--- config.mk ---
export PLATFORM = sky130hd
export DESIGN_NAME = rr_mux_reg
export DESIGN_NICKNAME = d
export VERILOG_FILES = /design/src/rtl/arb_pkg.sv /design/src/rtl/rr_arbiter.sv /design/src/rtl/rr_mux_reg.sv
export SDC_FILE = /design/constraint.sdc
export NUM_CORES = 1
export LEC_CHECK = 0
export ABC_AREA = 1
export BUFFER_PORTS_ARGS = -buffer_cell sky130_fd_sc_hd__buf_2
export CORE_AREA = 2 2 76 85
export CTS_CLUSTER_DIAMETER = 40
export DETAILED_ROUTE_END_ITERATION = 6
export DIE_AREA = 0 0 78 87
export PLACE_DENSITY = 0.83
export SYNTH_ARGS = -nofsm -noshare
export SYNTH_HDL_FRONTEND = slang
export SYNTH_SLANG_ARGS = --single-unit
--- constraint.sdc ---
create_clock -name clk -period 2.8 [get_ports clk]
set_input_delay 0.14 -clock clk [delete_from_list [all_inputs] [get_ports clk]]
set_output_delay 0.14 -clock clk [all_outputs]
set_load 0.01 [all_outputs]
--- src/rtl/arb_pkg.sv ---
// Shared types and helpers for the arbitrating mux family.
package arb_pkg;

  // Arbitration policy: round-robin, or fixed priority with index 0 highest.
  typedef enum logic {
    ARB_RR    = 1'b0,
    ARB_FIXED = 1'b1
  } arb_mode_e;

  // Width of an index into n items, never less than one bit.
  function automatic int clog2_min1(input int n);
    int r;
    r = $clog2(n);
    return (r < 1) ? 1 : r;
  endfunction

endpackage

--- src/rtl/rr_arbiter.sv ---
// Combinational one-hot arbiter: round-robin from ptr, or fixed priority.
module rr_arbiter
  import arb_pkg::*;
#(
  parameter int        N_CH     = 4,
  parameter arb_mode_e ARB_MODE = ARB_RR,
  localparam int       CW       = clog2_min1(N_CH)
) (
  input  logic [N_CH-1:0] req,
  input  logic [CW-1:0]   ptr,
  output logic [N_CH-1:0] gnt,
  output logic [CW-1:0]   gnt_idx,
  output logic            any
);

  int   start_s;
  logic hit_s;

  // Two-pass search: first indices at or above the start point, then the
  // wrapped indices below it; the first requester found wins.
  always_comb begin
    start_s = (ARB_MODE == ARB_RR) ? int'(ptr) : 0;
    gnt     = '0;
    gnt_idx = '0;
    any     = 1'b0;
    hit_s   = 1'b0;
    for (int i = 0; i < N_CH; i++) begin
      hit_s   = !any && req[i] && (i >= start_s);
      gnt[i]  = gnt[i] | hit_s;
      gnt_idx = hit_s ? CW'(i) : gnt_idx;
      any     = any | hit_s;
    end
    for (int i = 0; i < N_CH; i++) begin
      hit_s   = !any && req[i] && (i < start_s);
      gnt[i]  = gnt[i] | hit_s;
      gnt_idx = hit_s ? CW'(i) : gnt_idx;
      any     = any | hit_s;
    end
  end

endmodule

--- src/rtl/rr_mux_reg.sv ---
// N_CH-channel arbitrating mux feeding a single registered valid/ready slot.
module rr_mux_reg
  import arb_pkg::*;
#(
  parameter int        WIDTH    = 32,
  parameter int        N_CH     = 4,
  parameter arb_mode_e ARB_MODE = ARB_RR,
  localparam int       CW       = clog2_min1(N_CH)
) (
  input  logic                  clk,
  input  logic                  rst,
  input  logic [N_CH*WIDTH-1:0] in_data,
  input  logic [N_CH-1:0]       in_valid,
  output logic [N_CH-1:0]       in_ready,
  output logic [WIDTH-1:0]      out_data,
  output logic [CW-1:0]         out_ch,
  output logic                  out_valid,
  input  logic                  out_ready
);

  localparam int            SW      = clog2_min1(N_CH * WIDTH);
  localparam logic [CW-1:0] LAST_CH = CW'(N_CH - 1);

  logic [N_CH-1:0]  gnt_s;
  logic [CW-1:0]    gnt_idx_s;
  logic             any_s;
  logic             free_s;
  logic             ld_s;
  logic [SW-1:0]    sel_base_s;
  logic [WIDTH-1:0] sel_data_s;
  logic [CW-1:0]    next_ptr_s;

  logic [WIDTH-1:0] out_data_q, out_data_d;
  logic [CW-1:0]    out_ch_q, out_ch_d;
  logic             out_valid_q, out_valid_d;
  logic [CW-1:0]    rr_ptr_q, rr_ptr_d;

  rr_arbiter #(
    .N_CH     (N_CH),
    .ARB_MODE (ARB_MODE)
  ) u_arb (
    .req     (in_valid),
    .ptr     (rr_ptr_q),
    .gnt     (gnt_s),
    .gnt_idx (gnt_idx_s),
    .any     (any_s)
  );

  // Slot availability, handshake and winner data select.
  always_comb begin
    free_s     = ~out_valid_q | out_ready;
    ld_s       = free_s & any_s;
    in_ready   = rst ? '0 : (gnt_s & {N_CH{free_s}});
    sel_base_s = SW'(int'(gnt_idx_s) * WIDTH);
    sel_data_s = in_data[sel_base_s +: WIDTH];
    next_ptr_s = (gnt_idx_s == LAST_CH) ? '0 : (gnt_idx_s + CW'(1));
  end

  // Next state of the output slot and the round-robin pointer.
  always_comb begin
    out_data_d  = out_data_q;
    out_ch_d    = out_ch_q;
    out_valid_d = out_valid_q;
    rr_ptr_d    = rr_ptr_q;
    if (ld_s) begin
      out_data_d  = sel_data_s;
      out_ch_d    = gnt_idx_s;
      out_valid_d = 1'b1;
      rr_ptr_d    = (ARB_MODE == ARB_RR) ? next_ptr_s : '0;
    end else if (out_valid_q && out_ready) begin
      out_valid_d = 1'b0;
    end else begin
      out_valid_d = out_valid_q;
    end
  end

  // State registers; reset discards any held word.
  always_ff @(posedge clk or posedge rst) begin
    if (rst) begin
      out_data_q  <= '0;
      out_ch_q    <= '0;
      out_valid_q <= 1'b0;
      rr_ptr_q    <= '0;
    end else begin
      out_data_q  <= out_data_d;
      out_ch_q    <= out_ch_d;
      out_valid_q <= out_valid_d;
      rr_ptr_q    <= rr_ptr_d;
    end
  end

  assign out_data  = out_data_q;
  assign out_ch    = out_ch_q;
  assign out_valid = out_valid_q;

endmodule

==> flow_summary_export.csv <==
group,metric,value,unit
run_status,run_status,"finished, final reports clean",
routing,drc,0,
floorplan,ios,174,
sta,worst_slack,0.680,ns
routing,vias,3378,
pwr,p_total,2.75,mW
sta,setup_violations,0,
synthesis,yosys.area.top_type,"dfrtp_1",
routing,viasPerCell,5.28,
clock_tree,cts_tree,"yes",
place,gp_congestion,0.828,
critical_path,crit_type,"reg -> out",
place,dp_slack,0.834,ns
synthesis,yosysMostFrequentCell,"nand3_1",
synthesis,synthCells,405,
pwr,leakage,2.03,nW
synthesis,yosysSeqAreaShare,35.1,%
layout,layout-drive-gt1-share,35.4,%
routing,drt-total-wl,8230,µm
critical_path,reg2reg_to,"out_data[28]$_DFFE_PP0P_",
layout,area.growth.synth_to_final,35.1,%
synthesis,syn_area,2640,µm²
routing,antenna_left,0,
layout,antenna_cells,0,
sta,relSlewSlack,56.7,%
grt,antenna_found_initial,0,
clock_tree,clk_pin_slew,0.07,ns
clock_tree,clock_path_buffers,2,
grt,overflow,0,
critical_path,cp.required,2.66,ns
synthesis,syn_nets,540,
sta,hold_violations,0,
synthesis,synth_top_area_share,35.1,%
min_path,hp-class,"in -> reg",
clock_tree,clkLatencyLatePin,0.28,ns
pwr,power_density,772,nW/µm²
critical_path,endpoint_kind,"primary output",
critical_path,ff2ff_setup_slack,0.81,ns
critical_path,critPathMaxStageDelay,0.52,ns
sta,grt_setup_unrepaired,"false",
clock_tree,postCtsResizedCells,0,
floorplan,fp.dieH,87,µm
synthesis,synth_common_cells,"nand3_1 (161), nand2_1 (142), dfrtp_1 (37), buf_2 (23)",
grt,grt_max_degree,67,
floorplan,fp.dieArea,6790,µm²
sta,fin_skew,0.00961,ns
layout,seq_area,926,µm²
critical_path,path_max_fanout,66,
synthesis,synth-async-reset-ratio,100,%
grt,grt_pass1_wl,13100,µm
flow_run,maxCapViolCount,0,
critical_path,cp_cell_sequence,"nor2_1 > nand2_2 > nand2_2 > nor2_4 > nand3_2 > buf_4 > a21oi_1 > buf_2",
synthesis,synth.area.top_cells,"dfrtp_1 (35%), nand3_1 (31%), nand2_1 (20%), buf_2 (4.4%), buf_6 (2.6%)",
critical_path,cpMostUsedCell,"nand2_2",
min_path,whs_path_depth,5,
critical_path,start_kind,"flip-flop",
synthesis,synthFlopType,"dfrtp_1",
min_path,hold_start,"in_data[109]",
floorplan,die_w,78,µm
critical_path,cp_slowest_cell,"buf_4",
grt,grt_pass1_vias,3156,
floorplan,core-area,6010,µm²
critical_path,crit_arrival,1.98,ns
sta,fmax,0.472,GHz
routing,drt_iter0_drc,224,
grt,grt.total_usage,23.6,%
routing,first_pass_iters,6,
clock_tree,htreeDepth,2,
floorplan,rows,30,
place,port_buffers,173,
layout,multiInputGateArea,1480,µm²
sta,slew_violations,0,
clock_tree,cts_root_buffer,"clkbuf_8",
synthesis,avgSynthCellArea,6.52,µm²
layout,layout.nets,695,
synthesis,yosys.cell_types.count,20,
floorplan,start_util,44.0,%
clock_tree,post_cts_buffers,0,
clock_tree,clock_sinks,37,
synthesis,ys_warn_count,0,
sta,worst_slew_pin_slew,0.650,ns
sta,period_minus_slack,2.12,ns
clock_tree,cts_buffers,5,
routing,wire_per_inst,12.9,µm
sta,finalSetupTns,0,ns
layout,nFillCells,590,
critical_path,ff2ff_path_depth,11,
synthesis,synth_enable_flop_cells,0,
sta,finalCritPeriodShare,75.7,%
synthesis,ys_ff_latch,37,
place,dpl.hpwl,5970,µm
pwr,ir_drop,0.000398,V
critical_path,r2r-start,"rr_ptr_q[0]$_DFFE_PP0P_",
min_path,min_to,"out_data[13]$_DFFE_PP0P_",
-- stage by stage --
stage | util, % | instance area, µm² | std cells | hold WS, ns
after floorplan | - | 2640 | 405 | 0.328
after global placement | 57.8 | 3470 | 632 | 0.280
after detailed placement | 57.8 | 3470 | 632 | 0.303
after CTS | 59.4 | 3570 | 640 | 0.188
after global routing | 59.4 | 3570 | 640 | 0.205
final | 59.4 | 3570 | 640 | 0.194
-- power breakdown --
group / internal [mW] / switching [mW] / total (mW)
registers: 0.759 / 0.129 / 0.887
logic: 0.572 / 0.937 / 1.51
clock network: 0.195 / 0.163 / 0.358
-- sequential cells by signal, summed over array words and instances (netlist names) --
| name | count |
|---|---|
| out_valid | 1 |
| out_data | 32 |
| out_ch | 2 |
| rr_ptr_q | 2 |
-- cells in the final DEF (no fill, tap or decap) --
cell type      instances
a21o_1                 1
a21oi_1                2
buf_12                 1
buf_2                173
buf_4                  6
clkbuf_1               1
clkbuf_8               6
dfrtp_1               37
dlygate4sd3_1          1
inv_1                  7
inv_2                  3
nand2_1              142
nand2_2                7
nand3_1              161
nand3_2                1
nand4_1                3
nor2_1                 2
nor2_4                 1
nor3_1                 1
o21a_1                 1
o21ai_0                3
-- how the worst max path moves through the flow --
| stage | from | to | slack (ns) | cells after the start |
|---|---|---|---|---|
| finish | rr_ptr_q[0]$_DFFE_PP0P_ | in_ready[1] | 0.68 | 8 |
| global route | rr_ptr_q[0]$_DFFE_PP0P_ | in_ready[1] | 0.52 | 8 |
| CTS | rr_ptr_q[0]$_DFFE_PP0P_ | in_ready[1] | 0.69 | 8 |
| detailed placement | rr_ptr_q[0]$_DFFE_PP0P_ | out_data[11]$_DFFE_PP0P_ | 0.83 | 10 |
| global placement | rr_ptr_q[0]$_DFFE_PP0P_ | out_data[14]$_DFFE_PP0P_ | 0.92 | 10 |
| floorplan | rr_ptr_q[1]$_DFFE_PP0P_ | in_ready[2] | 1.22 | 9 |
-- area by class of cell --
class	instances	share of cell area, %
clock buffer	7	2.42
sequential	37	26.0
tap	80	2.81
timing repair buffer	181	26.4
inverter	10	1.05
multi-input combinational	325	41.4
-- metal layers --
metal	global-route usage (%)	up-vias	wire length, µm
li1	-	1659	-
met5	0	-	0
met3	4.15	22	711
met1	24.5	1517	3100
met4	10.7	0	177
met2	45.9	180	4240
-- cell families (layout without fill, tap and decap cells) --
kind of cell	after synthesis	in the layout	synth area share (%)
buffers and inverters	43	198	9.05
flip-flops	37	37	35.1
AO/OA/AOI/OAI	7	7	1.52
AND/OR/NAND/NOR	318	318	54.4
-- critical path: cells and delay by family (launching register included) --
kind	cells	cell delay (ns)
flip-flops	1	0.40
AND/OR/NAND/NOR	5	0.47
AO/OA/AOI/OAI	1	0.14
buffers and inverters	2	0.69
-- what timing repair did --
action,in CTS,in global routing
setup endpoints to repair,0,0
hold buffers,1,0
hold endpoints to repair,8,0
(Power assumes the default switching activity.)
